**config.mk**
```make
export PLATFORM = sky130hd
export DESIGN_NAME = alu_result_stage
export DESIGN_NICKNAME = d
export VERILOG_FILES = /design/src/rtl/alu_result_stage.sv
export SDC_FILE = /design/constraint.sdc
export NUM_CORES = 1
export LEC_CHECK = 0
export ABC_AREA = 1
export ABC_CLOCK_PERIOD_IN_PS = 1900
export CAP_MARGIN = 20
export CORE_ASPECT_RATIO = 0.75
export CORE_UTILIZATION = 49
export DETAILED_ROUTE_END_ITERATION = 8
export PLACE_DENSITY_LB_ADDON = 0.05
export SLEW_MARGIN = 20
export SYNTH_ARGS = -nofsm -noshare
export SYNTH_HDL_FRONTEND = slang
export SYNTH_SLANG_ARGS = --single-unit
```
**constraint.sdc**
```tcl
create_clock -name clk -period 1.9 [get_ports clk]
set_input_delay 0.285 -clock clk [delete_from_list [all_inputs] [get_ports clk]]
set_output_delay 0.285 -clock clk [all_outputs]
set_load 0.02 [all_outputs]
```
**src/rtl/alu_result_stage.sv**
```systemverilog
// Elastic output stage for a 64-bit ALU: buffers result words in a small FIFO
// and accumulates chain-wide zero and carry state across multi-word operations.
module alu_result_stage #(
  parameter int DEPTH = 2
) (
  input  logic        clk,
  input  logic        rst,
  input  logic        in_valid,
  output logic        in_ready,
  input  logic [63:0] in_s,
  input  logic        in_cout,
  input  logic [1:0]  in_op,
  input  logic        in_last,
  output logic        out_valid,
  input  logic        out_ready,
  output logic [63:0] out_s,
  output logic [1:0]  out_op,
  output logic        out_c,
  output logic        out_z,
  output logic        out_n,
  output logic        out_last,
  output logic        carry_fb
);

  localparam int PW = $clog2(DEPTH);
  localparam int CW = PW + 1;

  typedef struct packed {
    logic [63:0] s;
    logic [1:0]  op;
    logic        c;
    logic        z;
    logic        last;
  } entry_t;

  entry_t          mem_q [DEPTH];
  entry_t          mem_d [DEPTH];
  logic [PW-1:0]   wr_ptr_q, wr_ptr_d, rd_ptr_q, rd_ptr_d;
  logic [CW-1:0]   count_q, count_d;
  logic            in_ready_q, in_ready_d;
  logic            out_valid_q, out_valid_d;
  logic            zacc_q, zacc_d;
  logic            carry_fb_q, carry_fb_d;
  logic            push, pop, word_z;
  entry_t          head;

  // in_ready is a flop, so a pop never opens the input in the same cycle.
  assign push   = in_valid && in_ready_q;
  assign pop    = out_valid_q && out_ready;
  assign word_z = (in_s == 64'd0) && zacc_q;

  always_comb begin
    mem_d      = mem_q;
    wr_ptr_d   = wr_ptr_q;
    rd_ptr_d   = rd_ptr_q;
    zacc_d     = zacc_q;
    carry_fb_d = carry_fb_q;
    if (push) begin
      mem_d[wr_ptr_q] = '{s: in_s, op: in_op, c: in_cout, z: word_z, last: in_last};
      wr_ptr_d        = PW'(wr_ptr_q + 1'b1);
      zacc_d          = in_last ? 1'b1 : word_z;
      carry_fb_d      = in_last ? 1'b0 : in_cout;
    end
    if (pop) rd_ptr_d = PW'(rd_ptr_q + 1'b1);
    count_d     = count_q + CW'(push) - CW'(pop);
    in_ready_d  = (count_d < CW'(DEPTH));
    out_valid_d = (count_d != '0);
  end

  always_ff @(posedge clk) begin
    if (rst) begin
      for (int i = 0; i < DEPTH; i++) mem_q[i] <= '0;
      wr_ptr_q    <= '0;
      rd_ptr_q    <= '0;
      count_q     <= '0;
      in_ready_q  <= 1'b1;
      out_valid_q <= 1'b0;
      zacc_q      <= 1'b1;
      carry_fb_q  <= 1'b0;
    end else begin
      mem_q       <= mem_d;
      wr_ptr_q    <= wr_ptr_d;
      rd_ptr_q    <= rd_ptr_d;
      count_q     <= count_d;
      in_ready_q  <= in_ready_d;
      out_valid_q <= out_valid_d;
      zacc_q      <= zacc_d;
      carry_fb_q  <= carry_fb_d;
    end
  end

  assign head      = mem_q[rd_ptr_q];
  assign in_ready  = in_ready_q;
  assign out_valid = out_valid_q;
  assign out_s     = head.s;
  assign out_op    = head.op;
  assign out_c     = head.c;
  assign out_z     = head.z;
  assign out_n     = head.s[63];
  assign out_last  = head.last;
  assign carry_fb  = carry_fb_q;

endmodule

```
### After elaboration in Yosys (flattened, before gate mapping)

Index checks and enable logic that the tools add are counted.

* order comparisons: 4
* $add $sub $neg: 4
* div/mod/pow operators: 0
* equality and inequality tests: 0
* shift operators: 0
* reduce and logical (&&, ||, !) cells: 6
* multiply operators: 0
* multiplexer cells: 8
* bitwise gates (word level): 2

Operator list (number)
* $mux 69: 4
* $bwmux 138: 1
* $demux 69 s1: 1
* $logic_not 64->1: 1
* $ge 2x2->1 const B: 2
* $logic_and 1x1->1: 4
* $not 1->2: 2
* $add 1x1->1 const B: 2
* $add 2x1->2: 1
* $lt 2x1->1 const B: 1
* $lt 2x2->1 const B: 1
* $mux 1: 2
* $reduce_bool 2->1: 1
* $sub 2x1->2: 1

* word-level logic and storage cells: 41
* memories: 0
* memory bits (read-only): 0
* output and inout port bits: 73
* bits in registers: 146
* bits in writable memories: 0
* input bits: 72
* bits in latches: 0

### Depth between registers and ports, before layout

* depth in word-level cells: 6
* gate-level depth with buffers: 9

### Worst setup path before layout

No wires, ideal clock.

* path kind: register to output
* start point: register rd_ptr_q
* end point: output port out_s[63]
* required time: 1615 ps
* buffers on the path: 3
* path slack: 116 ps
* data arrival time: 1499 ps
* stages on the path, launching flop included: 6
* cell sequence: dfxtp_1 -> inv_1 -> buf_2 -> buf_2 -> o21ai_0 -> buf_4

* cells in the longest elaborated chain, start to end: 4

RTL lines
* from (decl): line 38 `logic [PW-1:0] wr_ptr_q, wr_ptr_d, rd_ptr_q, rd_ptr_d;`
* from (signal assigned): line 83 `rd_ptr_q <= rd_ptr_d;`
* $not 1->2 (implied by the code): line 92 `assign head = mem_q[rd_ptr_q];`
* $mux 69 (implied by the code) (3 in series): line 92
* to (decl): line 16 `output logic [63:0] out_s,`

Every way passes these cells. The select of a mux whose other input is x is not followed.

### Worst setup path after layout

* start point: register rd_ptr_q
* end point: output port out_s[33]

The elaborated chain is that of the path after synthesis.

==> out/qor.txt <==
Post-Synth XOR/XNOR Area: 0.299%
most common cell in the netlist: o21ai_0
Post-Syn Area: 5850 um^2
Seq/Total Area, Yosys: 49.9%
largest family of logic cells by synthesized area: compound AO/OA/AOI/OAI gates
VDD IR-drop max: 0.727 mV
Pint: 6700 uW
Worst Tran Pin Value: 0.308 ns
Vias/cell: 5.25
Synth Area in Adders: 0.428%
Nets: 994
complex-gate fraction of the synthesized area: 23.7%
drt drc: 0
Gate Count Post-Synth: 792
RSZ-0062 raised after global routing: yes
Non-Filler Instances: 1,094
crit-path cells: inv_4 -> buf_16 -> o21ai_0 -> clkdlybuf4s15_2
WP buf/inv: 3
Clock Tree Root: clkbuf_16
PortBufs: 144
largest area contributor in the netlist: dfxtp_1
initial core utilization: 50.4%
CTS tree: yes
fin util: 68.9%
via count: 5,746
Syn. warnings: 0
Synth area leaders: dfxtp_1 50%, o21ai_0 14%, inv_1 8.0%, nand2_1 6.0%, o22ai_1 5.1%
H-tree Lvls: 4
Simple-Gate Fraction of Synth Area: 13.5%
Die Height: 96.6 um
Mapped Nets: 866
max cap viols: 0
Startpoint Class: flip-flop
share of layout cells above drive strength 1: 12.4%
clock buffer depth: 2
worst-skew pair later-pin latency: 0.42 ns
CP max-delay cell: dfxtp_1
mux cell area share after synthesis: 0%
power share of the sequential group: 37.8%
First-pass DRT Iterations: 6
Clk pwr share: 34.6%
power per cell area: 1230 nW/um^2
syn avg cell area: 7.39 um^2
Routed Antenna Nets: 0
relative slew slack: 79.5%
commonest cells in the netlist: 159 x o21ai_0, 146 x dfxtp_1, 124 x inv_1, 94 x nand2_1, 75 x nor2_1
critical path's largest stage delay: 0.37 ns
die area: 12,400 um^2
Top delay family on crit path: buffers and inverters
final setup skew: 0.0104 ns
fill count: 988
Final Setup Violations: 0
min Tclk post-route: 1.87 ns
post-synth cell types: 22
Min-Delay Path Class: primary input to flip-flop
Syn-to-layout area delta: 36.7%
total congestion overflow: 0
antenna violations before repair: 0
Fmax: 535 MHz
DRT Wirelength: 16,100 um
Post-synth EDFFs: 0
first-pass GRT wire length: 26,000 um
Worst EP required: 1.62 ns
IO Pins: 145
Fin. Hold Viols: 0
Combinational Power Share: 27.6%
Worst Setup End Kind: output port
largest net degree at the start of global routing: 72
ANT cells: 0
vias in the first global route: 5,517
status: completed
1st-iter DRT viols: 396
DP Cell Count: 1,062
Setup Fix Bufs, Post-CTS: 0
die width: 128 um
Worst Path Arrival: 1.58 ns
Top FF cell, synth: dfxtp_1
Total GRT Usage: 26.3%
clock buffer count from CTS: 17
period utilization: 98.4%
ys async rst share: 0%
Sw Share: 31.7%
switching pwr: 3120 uW
CP Class: flip-flop to output port
WL/cell: 14.7 um
clock slew seen by the registers of the worst setup and hold paths: 0.06 ns
row count: 34
Max FO, Critical Path: 36
RD Place Congestion: 0.840
hpwl dp: 10,300 um
share of the synthesized area in the top cell type: 49.9%
Final Max Slew Viols: 0
P_leak: 0.00331 uW
total core area: 11,600 um^2
total power: 9820 uW
post-synthesis register bit count: 146
CTS Sinks: 146
==> power by group through the flow <==
stage / Clock [uW] / Combinational [uW] / Sequential, uW
global route: 3570 / 2950 / 3760
global placement: 0 / 2760 / 3740
floorplan: 0 / 1580 / 3740
detailed placement: 0 / 2810 / 3760
CTS: 3420 / 2700 / 3710
finish: 3400 / 2710 / 3710
==> kinds of logic after synthesis <==
group / Yosys count
flip-flops: 146
adder cells (fa/ha/maj): 2
buffers and inverters: 180
AND/OR/NAND/NOR: 198
AO/OA/AOI/OAI: 264
XOR/XNOR: 2
==> worst paths after layout <==
path / start / end / slack (ns) / cells after the start
min reg2reg: mem_q[33]$_SDFFE_PP0P_ / mem_q[33]$_SDFFE_PP0P_ / 0.47 / 2
max reg2reg: out_valid$_SDFF_PP0_ / in_ready$_SDFF_PP1_ / 0.42 / 8
min: in_op[1] / mem_q[73]$_SDFFE_PP0P_ / 0.45 / 3
max: rd_ptr_q$_SDFFE_PP0P_ / out_s[33] / 0.03 / 4
==> per-layer routing <==
layer	global-route usage (%)	share of wire [%]	up-vias	wire, um
li1	-	-	2824	-
met1	34.9	46	2681	7420
met2	41.0	44	212	7150
met3	6.47	7.4	29	1190
met4	10.3	1.9	0	311
met5	0	0	-	0
==> through the flow <==
stage | TNS (ns) | hold WS [ns] | area [um^2] | setup slack [ns]
floorplan | 0 | 0.354 | 5850 | 0.116
finish | 0 | 0.450 | 8000 | 0.0302
detailed placement | 0 | 0.446 | 7490 | 0.0367
CTS | -0.123 | 0.446 | 8090 | -0.0747
global placement | 0 | 0.447 | 7490 | 0.0194
global route | -0.0309 | 0.455 | 8000 | -0.0274
==> final cells by class <==
class                   count  area [um^2]  area share (%)
flip-flops and latches    146         2920            36.5
multi-input cells         466         2230            27.9
well taps                 162          203            2.53
clock buffers              22          474            5.93
inverters                 126          475            5.94
clock inverters             9          130            1.63
repair buffers            163         1560            19.5
==> worst min-delay path, delay by kind of cell <==
family | cells | cell delay [ns]
buf+inv | 2 | 0.47
compound gates | 1 | 0.06
==> layout by cell type (no fill, tap or decap), types with 3 or more instances in the layout <==
cell type	synthesis	routed
nand2_1	94	93
o22ai_1	48	48
inv_1	124	123
bufinv_16	0	3
buf_12	0	6
nand3_1	24	24
clkinv_2	0	3
clkbuf_8	0	3
clkbuf_2	0	17
buf_2	13	16
o21ai_1	0	14
a21oi_1	56	56
clkdlybuf4s50_1	0	74
o21ai_0	159	144
dfxtp_1	146	146
clkbuf_16	0	18
nor2_1	75	75
clkdlybuf4s15_1	0	8
buf_4	1	10
clkdlybuf4s15_2	0	26
==> state kept, by name, indices dropped and copies added, names as in the netlist <==
register / cells
mem_q: 138
count_q: 2
carry_fb: 1
in_ready: 1
out_valid: 1
rd_ptr_q: 1
wr_ptr_q: 1
zacc_q: 1
==> timing repair <==
action / 4_1_cts / 5_1_grt
pin swaps: 0 / 0
cloned: 0 / 1
resized for setup: 223 / 68
setup endpoints to repair: 70 / 64
hold buffers: 0 / 0
No activity file was read; power rests on OpenSTA's default activity.
